[src/rtl/mlp_loader_pkg.sv]
// Shared constants, opcodes and FSM state encoding for the MLP host loader.
// Optional feature macro: MLP_LOADER_CHKSUM_EN (adds the trailing XOR checksum byte).
package mlp_loader_pkg;

  localparam int unsigned ADDR_W = 16;
  localparam int unsigned LEN_W  = 16;
  localparam int unsigned DATA_W = 8;

  localparam logic [DATA_W-1:0] OP_INPUT  = 8'h01;
  localparam logic [DATA_W-1:0] OP_WEIGHT = 8'h02;
  localparam logic [DATA_W-1:0] OP_BIAS   = 8'h03;
  localparam logic [DATA_W-1:0] OP_START  = 8'h10;

  typedef enum logic [3:0] {
    IDLE,
    HDR_A0,
    HDR_A1,
    HDR_L0,
    HDR_L1,
    DATA,
    START,
    WAIT_DONE
`ifdef MLP_LOADER_CHKSUM_EN
    , CHK
`endif
  } state_t;

  typedef enum logic [1:0] {
    SEL_INPUT,
    SEL_WEIGHT,
    SEL_BIAS
  } sel_t;

  // One BRAM write beat, shared by all three write ports
  typedef struct packed {
    logic [ADDR_W-1:0] addr;
    logic [DATA_W-1:0] data;
  } wr_beat_t;

endpackage

[src/rtl/mlp_host_loader.sv]
// Host byte-stream frame parser that loads input/weight/bias BRAMs and
// kicks the MLP accelerator. Optional macro: MLP_LOADER_CHKSUM_EN.
module mlp_host_loader
  import mlp_loader_pkg::*;
(
  input  logic              clk,
  input  logic              rst_n,
  input  logic [DATA_W-1:0] s_data,
  input  logic              s_valid,
  output logic              s_ready,
  output logic [ADDR_W-1:0] input_addr,
  output logic [DATA_W-1:0] input_data,
  output logic              input_we,
  output logic [ADDR_W-1:0] weight_addr,
  output logic [DATA_W-1:0] weight_data,
  output logic              weight_we,
  output logic [ADDR_W-1:0] bias_addr,
  output logic [DATA_W-1:0] bias_data,
  output logic              bias_we,
  output logic              start_out,
  input  logic              busy_in,
  input  logic              done_in,
  output logic              frame_done,
  output logic              err,
  output logic              loader_busy
);

  state_t            state_q, state_d;
  sel_t              sel_q, sel_d;
  logic [ADDR_W-1:0] cur_addr_q, cur_addr_d;
  logic [LEN_W-1:0]  rem_q, rem_d;
  wr_beat_t          beat_q, beat_d;
  logic [2:0]        we_q, we_d;
  logic              start_q, start_d;
  logic              fd_q, fd_d;
  logic              err_q, err_d;
  logic              rdy_q, rdy_d;
  logic              busy_q, busy_d;
  logic              accept;
`ifdef MLP_LOADER_CHKSUM_EN
  logic [DATA_W-1:0] chk_q, chk_d;
`endif

  assign accept = s_valid && rdy_q;

  // Next-state and next-output logic
  always_comb begin
    state_d    = state_q;
    sel_d      = sel_q;
    cur_addr_d = cur_addr_q;
    rem_d      = rem_q;
    beat_d     = beat_q;
    we_d       = 3'b000;
    start_d    = 1'b0;
    fd_d       = 1'b0;
    err_d      = 1'b0;
`ifdef MLP_LOADER_CHKSUM_EN
    chk_d      = chk_q;
    if (accept) begin
      chk_d = (state_q == IDLE) ? s_data : (chk_q ^ s_data);
    end
`endif

    case (state_q)
      IDLE: begin
        if (accept) begin
          case (s_data)
            OP_INPUT:  begin sel_d = SEL_INPUT;  state_d = HDR_A0; end
            OP_WEIGHT: begin sel_d = SEL_WEIGHT; state_d = HDR_A0; end
            OP_BIAS:   begin sel_d = SEL_BIAS;   state_d = HDR_A0; end
            OP_START:  begin start_d = 1'b1;     state_d = START;  end
            default:   err_d = 1'b1;
          endcase
        end
      end
      HDR_A0: begin
        if (accept) begin
          cur_addr_d[7:0] = s_data;
          state_d         = HDR_A1;
        end
      end
      HDR_A1: begin
        if (accept) begin
          cur_addr_d[15:8] = s_data;
          state_d          = HDR_L0;
        end
      end
      HDR_L0: begin
        if (accept) begin
          rem_d[7:0] = s_data;
          state_d    = HDR_L1;
        end
      end
      HDR_L1: begin
        if (accept) begin
          rem_d[15:8] = s_data;
          if ({s_data, rem_q[7:0]} == 16'd0) begin
`ifdef MLP_LOADER_CHKSUM_EN
            state_d = CHK;
`else
            fd_d    = 1'b1;
            state_d = IDLE;
`endif
          end else begin
            state_d = DATA;
          end
        end
      end
      DATA: begin
        if (accept) begin
          beat_d.addr = cur_addr_q;
          beat_d.data = s_data;
          case (sel_q)
            SEL_INPUT:  we_d = 3'b001;
            SEL_WEIGHT: we_d = 3'b010;
            default:    we_d = 3'b100;
          endcase
          cur_addr_d = cur_addr_q + 16'd1;
          rem_d      = rem_q - 16'd1;
          if (rem_q == 16'd1) begin
`ifdef MLP_LOADER_CHKSUM_EN
            state_d = CHK;
`else
            fd_d    = 1'b1;
            state_d = IDLE;
`endif
          end
        end
      end
      START: begin
        state_d = WAIT_DONE;
      end
      WAIT_DONE: begin
        if (done_in) begin
          fd_d    = 1'b1;
          state_d = IDLE;
        end
      end
`ifdef MLP_LOADER_CHKSUM_EN
      CHK: begin
        if (accept) begin
          if (s_data == chk_q) fd_d  = 1'b1;
          else                 err_d = 1'b1;
          state_d = IDLE;
        end
      end
`endif
      default: state_d = IDLE;
    endcase

    // Ready tracks the state being entered; IDLE also backs off while the accelerator is busy
    case (state_d)
      START, WAIT_DONE: rdy_d = 1'b0;
      IDLE:             rdy_d = !busy_in;
      default:          rdy_d = 1'b1;
    endcase
    busy_d = (state_d != IDLE);
  end

  // State and output registers
  always_ff @(posedge clk or negedge rst_n) begin
    if (!rst_n) begin
      state_q    <= IDLE;
      sel_q      <= SEL_INPUT;
      cur_addr_q <= '0;
      rem_q      <= '0;
      beat_q     <= '0;
      we_q       <= 3'b000;
      start_q    <= 1'b0;
      fd_q       <= 1'b0;
      err_q      <= 1'b0;
      rdy_q      <= 1'b0;
      busy_q     <= 1'b0;
`ifdef MLP_LOADER_CHKSUM_EN
      chk_q      <= '0;
`endif
    end else begin
      state_q    <= state_d;
      sel_q      <= sel_d;
      cur_addr_q <= cur_addr_d;
      rem_q      <= rem_d;
      beat_q     <= beat_d;
      we_q       <= we_d;
      start_q    <= start_d;
      fd_q       <= fd_d;
      err_q      <= err_d;
      rdy_q      <= rdy_d;
      busy_q     <= busy_d;
`ifdef MLP_LOADER_CHKSUM_EN
      chk_q      <= chk_d;
`endif
    end
  end

  // Shared beat register fanned out to all three BRAM ports
  assign input_addr  = beat_q.addr;
  assign input_data  = beat_q.data;
  assign input_we    = we_q[0];
  assign weight_addr = beat_q.addr;
  assign weight_data = beat_q.data;
  assign weight_we   = we_q[1];
  assign bias_addr   = beat_q.addr;
  assign bias_data   = beat_q.data;
  assign bias_we     = we_q[2];
  assign start_out   = start_q;
  assign frame_done  = fd_q;
  assign err         = err_q;
  assign s_ready     = rdy_q;
  assign loader_busy = busy_q;

endmodule

[config.mk]
export PLATFORM = sky130hd
export DESIGN_NAME = mlp_host_loader
export DESIGN_NICKNAME = d
export VERILOG_FILES = /design/src/rtl/mlp_loader_pkg.sv /design/src/rtl/mlp_host_loader.sv
export SDC_FILE = /design/constraint.sdc
export NUM_CORES = 1
export LEC_CHECK = 0
export BUFFER_PORTS_ARGS = -buffer_cell sky130_fd_sc_hd__buf_2
export CORE_MARGIN = 3
export CORE_UTILIZATION = 49
export DETAILED_ROUTE_END_ITERATION = 16
export PLACE_DENSITY = 0.8
export SYNTH_ARGS = -nofsm -noshare
export SYNTH_HDL_FRONTEND = slang
export SYNTH_SLANG_ARGS = --single-unit
[constraint.sdc]
create_clock -name clk -period 1.9 [get_ports clk]
set_input_delay 0.19 -clock clk [delete_from_list [all_inputs] [get_ports clk]]
set_output_delay 0.19 -clock clk [all_outputs]
set_load 0.03 [all_outputs]
==> impl_metrics.tcl, run 1 <==
set metrics [dict create \
    num_vias 3739 \
    yosysWarnings 0 \
    fin_crit_sh_pct 100 \
    grt_overflow 0 \
    wl_per_cell_um 16.2 \
    p_leak_nw 2.50 \
    clockBufferDepth 2 \
    syn_avg_cell_area_um2 8.64 \
    finish.utilization_pct 60.9 \
    synthesis.area_mm2 0.00402 \
    drc 0 \
    fin_skew_ns 0.00600 \
    timing_worst_setup_path_type "reg -> reg" \
    cts_max_level 3 \
    grt_pass1_vias 3357 \
    chipWidth_um 96.5 \
    synthDistinctLibCells 57 \
    grt_max_degree 71 \
    powerDensity_mw_per_mm2 633 \
    placed_cell_area_mm2 0.00445 \
    synth_ff_type "dfrtp_1" \
    hold_violations 0 \
    ir_worst_vdd_v 0.000442 \
    start_util_pct 51.2 \
    synth_top_area_cell "dfrtp_1" \
    ant_nets 0 \
    drv_slew 0 \
    port-buffer-count 92 \
    worst-endpoint-required_ns 2.14 \
    cts_tree "built" \
    end_kind "register" \
    setup.worst_path.start_class "register" \
    synth_cells 465 \
    crit_chain "buf_4 -> nor4b_4 -> and4_4 -> a21oi_1 -> nor4_2 -> buf_4 -> nand3_2" \
    ys_ff_latch 70 \
    finalWorstSetupSlack_ns -0.00664 \
    violations "setup timing" \
    first_iter_violations 227 \
    cap_violations 0 \
    hold_slack_ns 0.0546 \
    synth.area.top_cells "dfrtp_1, nand2_1, buf_4" \
    fp.dieH_um 96.5 \
    die_area_mm2 0.00932 \
    rsz0062_at_grt "true" \
    rows 32 \
    clock_latency_ns 0.36 \
    crit_path_frequent_cell "buf_4" \
    fin_nets 557 \
    drt-pass1-iter-count 6 \
    fmax_mhz 524 \
    cts.clk_slew.worst_paths_ns 0.07 \
    cp_slowest_cell "dfrtp_1" \
    grt_first_pass_wirelength_mm 16.2 \
    cts-root-buf "clkbuf_8" \
    period_needed_ns 1.91 \
    synth_edf_count 0 \
    num_antenna_cells 0 \
    fill_cells 700 \
    cts-buffers-inserted 9 \
    core_area_mm2 0.00785 \
    synth_top_area_share_pct 43.6 \
    hpwl_mm 7.32 \
    cp.arrival_ns 2.15 \
    viasPerCell 5.78 \
    areaGrowthSynthToFinish_pct 19.1 \
    place_congestion 0.918 \
    stdcell_area_mm2 0.00478 \
    ios 93 \
    cts_num_sinks 70 \
    hold_class "in -> reg" \
    status "finished, violations left" \
    antenna_found_initial 0 \
    drive_gt1_share_pct 32.8 \
    multi_input_area_mm2 0.00181 \
    slowest_delay_ns 0.41 \
    wirelength_mm 10.5 \
    cp_max_fo 9 \
    seq_area_frac_synth_pct 43.6 \
    setup_viol 1 \
    synth_fp_nets 482 \
    place_ws_ns 0.00333 \
    grt_util_all_layers_pct 22.9 \
    ff_latch_area_mm2 0.00176 \
    synth-async-reset-ratio_pct 100 \
]
[Yosys cell counts (4+ instances only)]
library cell and number:
a21oi_1 30, a22o_1 9, a31oi_1 7, buf_2 9, buf_4 50, clkbuf_1 12
dfrtp_1 70, ha_1 4, inv_1 8, nand2_1 101, nand3_1 13, nand4_1 6
nor2_1 26, nor3_1 11, nor4_1 4, o21ai_0 32, o22a_1 4, o22ai_1 5
[layout by cell type (no fill, tap or decap), types with 5 or more instances in the layout]
cell,instances
o21ai_0,30
dfrtp_1,66
nor3_1,11
buf_12,5
buf_2,92
clkbuf_8,10
a21oi_1,30
nand3_1,12
o22ai_1,5
a31oi_1,7
buf_4,41
nand2_1,101
nand4_1,6
a22o_1,9
nor2_1,25
inv_1,8
[through the flow]
step / std cells / setup TNS, ns / power [mW]
6_report: 647 / -0.00664 / 3.03
5_1_grt: 647 / -0.346 / 3.16
3_5_place_dp: 621 / 0 / 1.90
4_1_cts: 638 / 0 / 3.03
3_3_place_gp: 621 / 0 / 1.90
2_1_floorplan: 465 / 0 / 1.77
[area by class of cell]
class	count	area share (%)
Clock inverter	6	0.942
Clock buffer	10	2.88
Timing Repair Buffer	139	18.4
Sequential cell	70	36.7
Tap cell	102	2.67
Inverter	8	0.628
Multi-Input combinational cell	312	37.8
[layer usage]
layer,global-route usage (%),vias to the layer above,part of all wire (%)
met5,0,-,0
met3,6.43,29,8.5
met1,28.7,1766,41
met4,8.06,0,2.5
li1,-,1750,-
met2,37.8,194,48
[repair_timing]
action,in CTS,in global routing
buffers inserted,0,9
setup endpoints to repair,3,11
hold buffers,1,0
hold endpoints to repair,70,0
gates resized for setup,1,18
pin swaps,2,4
[final timing paths]
check / from / end / slack [ns] / depth (start not counted)
max in group asynchronous: rst_n / rem_q[14]$_DFFE_PN0P_ / 1.22 / 3
min in group asynchronous: rst_n / rem_q[8]$_DFFE_PN0P_ / 0.37 / 3
max: rem_q[6]$_DFFE_PN0P_ / loader_busy$_DFF_PN0_ / -0.007 / 7
min reg2reg: sel_q[1]$_DFFE_PN0P_ / we_q[0]$_DFF_PN0_ / 0.45 / 1
max reg2reg: rem_q[6]$_DFFE_PN0P_ / loader_busy$_DFF_PN0_ / -0.007 / 7
min: busy_in / s_ready$_DFF_PN0_ / 0.05 / 2
[registers in the layout, summed over array words and instances, names as in the netlist, 2 cells and up]
register	flops
we_q	3
cur_addr_q	16
state_q	4
bias_data	8
sel_q	2
bias_addr	16
rem_q	16
[report_power, final]
group | leakage, nW | switching [mW] | internal (mW)
Combinational | 1.48 | 0.179 | 0.116
Sequential | 0.929 | 0.0640 | 1.54
Clock | 0.0849 | 0.615 | 0.513
Total | 2.50 | 0.858 | 2.17
[logic make-up after synthesis]
group | after synthesis | synth area share (%)
and+or+nand+nor | 193 | 23.2
AOI/OAI and AO/OA | 111 | 17.5
buffers and inverters | 83 | 13.6
DFF | 70 | 43.6
adders and majority gates | 4 | 1.25
xor gates and xnor gates | 2 | 0.436
other | 1 | 0.0934
muxes | 1 | 0.280
[critical path: cells and delay by family (launching register included)]
family | cells | cell delay, ns
simple gates | 4 | 0.92
buf+inv | 2 | 0.37
compound gates | 1 | 0.10
flops | 1 | 0.41
Power figures use the tool's default switching activity.
==> run 2, diff against run 1 <==
--- a/config.mk
+++ b/config.mk
@@ -6,10 +6,12 @@
 export NUM_CORES = 1
 export LEC_CHECK = 0
 export BUFFER_PORTS_ARGS = -buffer_cell sky130_fd_sc_hd__buf_2
+export CAP_MARGIN = 10
 export CORE_MARGIN = 3
 export CORE_UTILIZATION = 49
 export DETAILED_ROUTE_END_ITERATION = 16
-export PLACE_DENSITY = 0.8
+export GPL_TIMING_DRIVEN = 0
+export PLACE_DENSITY_LB_ADDON = 0.15
 export SYNTH_ARGS = -nofsm -noshare
 export SYNTH_HDL_FRONTEND = slang
 export SYNTH_SLANG_ARGS = --single-unit
==> impl_metrics.tcl, run 2 (synthesis results as in run 1) <==
set metrics [dict create \
    place_congestion 0.924 \
    rows 32 \
    fill_cells 672 \
    end_kind "register" \
    violations "setup timing" \
    setup.worst_path.start_class "register" \
    cts.clk_slew.worst_paths_ns 0.08 \
    hold_violations 0 \
    p_total_mw 3.28 \
    viasPerCell 5.85 \
    antenna_found_initial 0 \
    met3_usage_pct 4.49 \
    rsz0062_at_grt "true" \
    die_area_mm2 0.00932 \
    fin_nets 597 \
    relSlewSlack_pct 40.4 \
    layout_commonest_cell "nand2_1" \
    worst-endpoint-required_ns 2.12 \
    port-buffer-count 90 \
    drc 0 \
    grt_first_pass_wirelength_mm 17.6 \
    setup_viol 2 \
    grt_max_degree 71 \
    chipWidth_um 96.5 \
    drt-pass1-iter-count 5 \
    ios 93 \
    grt_overflow 0 \
    drv_slew 0 \
    cap_violations 0 \
    wl_per_cell_um 16.9 \
    status "finished, violations left" \
    num_vias 4016 \
    cts_max_level 3 \
    fin_skew_ns 0.00952 \
    finalWorstSetupSlack_ns -0.0280 \
    fin_crit_sh_pct 101 \
    period_needed_ns 1.93 \
    fmax_mhz 519 \
    start_util_pct 51.2 \
    use_met1_pct 33.4 \
    first_iter_violations 318 \
    core_area_mm2 0.00785 \
    grt_util_all_layers_pct 24.9 \
    areaGrowthSynthToFinish_pct 29.9 \
    finish.utilization_pct 66.5 \
    hpwl_mm 7.70 \
    hold_class "in -> reg" \
    met2_usage_pct 41.0 \
    cts_num_sinks 70 \
    num_antenna_cells 0 \
    clockBufferDepth 2 \
    tightestPinTransition_ns 0.895 \
    cp_max_fo 7 \
    busiest_layer "met2" \
    powerDensity_mw_per_mm2 629 \
    wirelength_mm 11.6 \
    cts-buffers-inserted 9 \
    ant_nets 0 \
    drive_gt1_share_pct 40.3 \
    cts_tree "built" \
    final_cell_mix "nand2_1, buf_2, buf_4" \
    timing_worst_setup_path_type "reg -> reg" \
    ir_worst_vdd_v 0.000363 \
    cts-root-buf "clkbuf_8" \
    clock_latency_ns 0.36 \
    grt_pass1_vias 3355 \
    p_leak_nw 2.75 \
    fp.dieH_um 96.5 \
    cp.arrival_ns 2.14 \
]
[run 2: cell count changes in the layout (fill, tap and decap cells not counted), sizes merged]
cell | before | now
buf | 138 | 164
clkbuf | 10 | 25
clkinvlp | 3 | 0
bufinv | 0 | 2
clkinv | 2 | 3
inv | 9 | 8
[run 2: final cells by class]
cell class | count | area (µm²) | area share [%]
Multi-Input combinational cell | 312 | 1940 | 37.3
Inverter | 8 | 30.0 | 0.576
Sequential cell | 70 | 1760 | 33.7
Clock buffer | 11 | 141 | 2.71
Timing Repair Buffer | 108 | 591 | 11.3
Tap cell | 102 | 128 | 2.45
Clock inverter | 5 | 82.6 | 1.58
Buffer | 71 | 541 | 10.4
[run 2: metrics by stage]
step | setup WS [ns] | setup TNS (ns) | cell area, µm² | hold WS (ns) | instances
after floorplan | 0.0718 | 0 | 4020 | -0.106 | 465
after global placement | -0.407 | -5.58 | 4600 | 0.413 | 657
after detailed placement | -0.451 | -7.44 | 4600 | 0.369 | 657
after CTS | -0.0559 | -0.104 | 4940 | 0.0390 | 676
after global routing | -0.126 | -0.519 | 5220 | 0.0492 | 687
final | -0.0280 | -0.0401 | 5220 | 0.0443 | 687
[run 2: worst max-delay path: stages, from the launching register on]
cell     delay, ns
dfrtp_1       0.37
buf_6         0.14
nor4_4        0.36
nand4_1       0.21
o21a_1        0.27
nor4_4        0.29
nand3_1       0.14
[run 2: path summary, 6_finish.rpt]
path / cells past startpoint / start / slack [ns] / endpoint
max: 6 / rem_q[7]$_DFFE_PN0P_ / -0.03 / loader_busy$_DFF_PN0_
min: 2 / busy_in / 0.04 / s_ready$_DFF_PN0_
max reg2reg: 6 / rem_q[7]$_DFFE_PN0P_ / -0.03 / loader_busy$_DFF_PN0_
min reg2reg: 1 / sel_q[1]$_DFFE_PN0P_ / 0.43 / we_q[0]$_DFF_PN0_
max in group asynchronous: 2 / rst_n / 0.75 / rem_q[0]$_DFFE_PN0P_
min in group asynchronous: 2 / rst_n / 0.49 / bias_addr[9]$_DFFE_PN0P_
[run 2: repair_timing]
action | 4_1_cts | 5_1_grt
gates resized for setup | 24 | 51
hold buffers | 1 | 0
endpoints found under the setup margin | 51 | 55
pin swaps | 4 | 12
buffers inserted | 4 | 14
hold endpoints to repair | 69 | 0
[run 2: power breakdown]
part	switching (mW)	total (mW)	internal [mW]
Combinational	0.186	0.289	0.103
Clock	0.600	1.38	0.778
Sequential	0.0703	1.61	1.54
Total	0.856	3.28	2.42
[run 2: layer usage]
metal | vias to the layer above | wire [µm]
li1 | 1821 | -
met1 | 1945 | 4780
met2 | 216 | 5670
met3 | 34 | 921
met4 | 0 | 269
met5 | - | 0
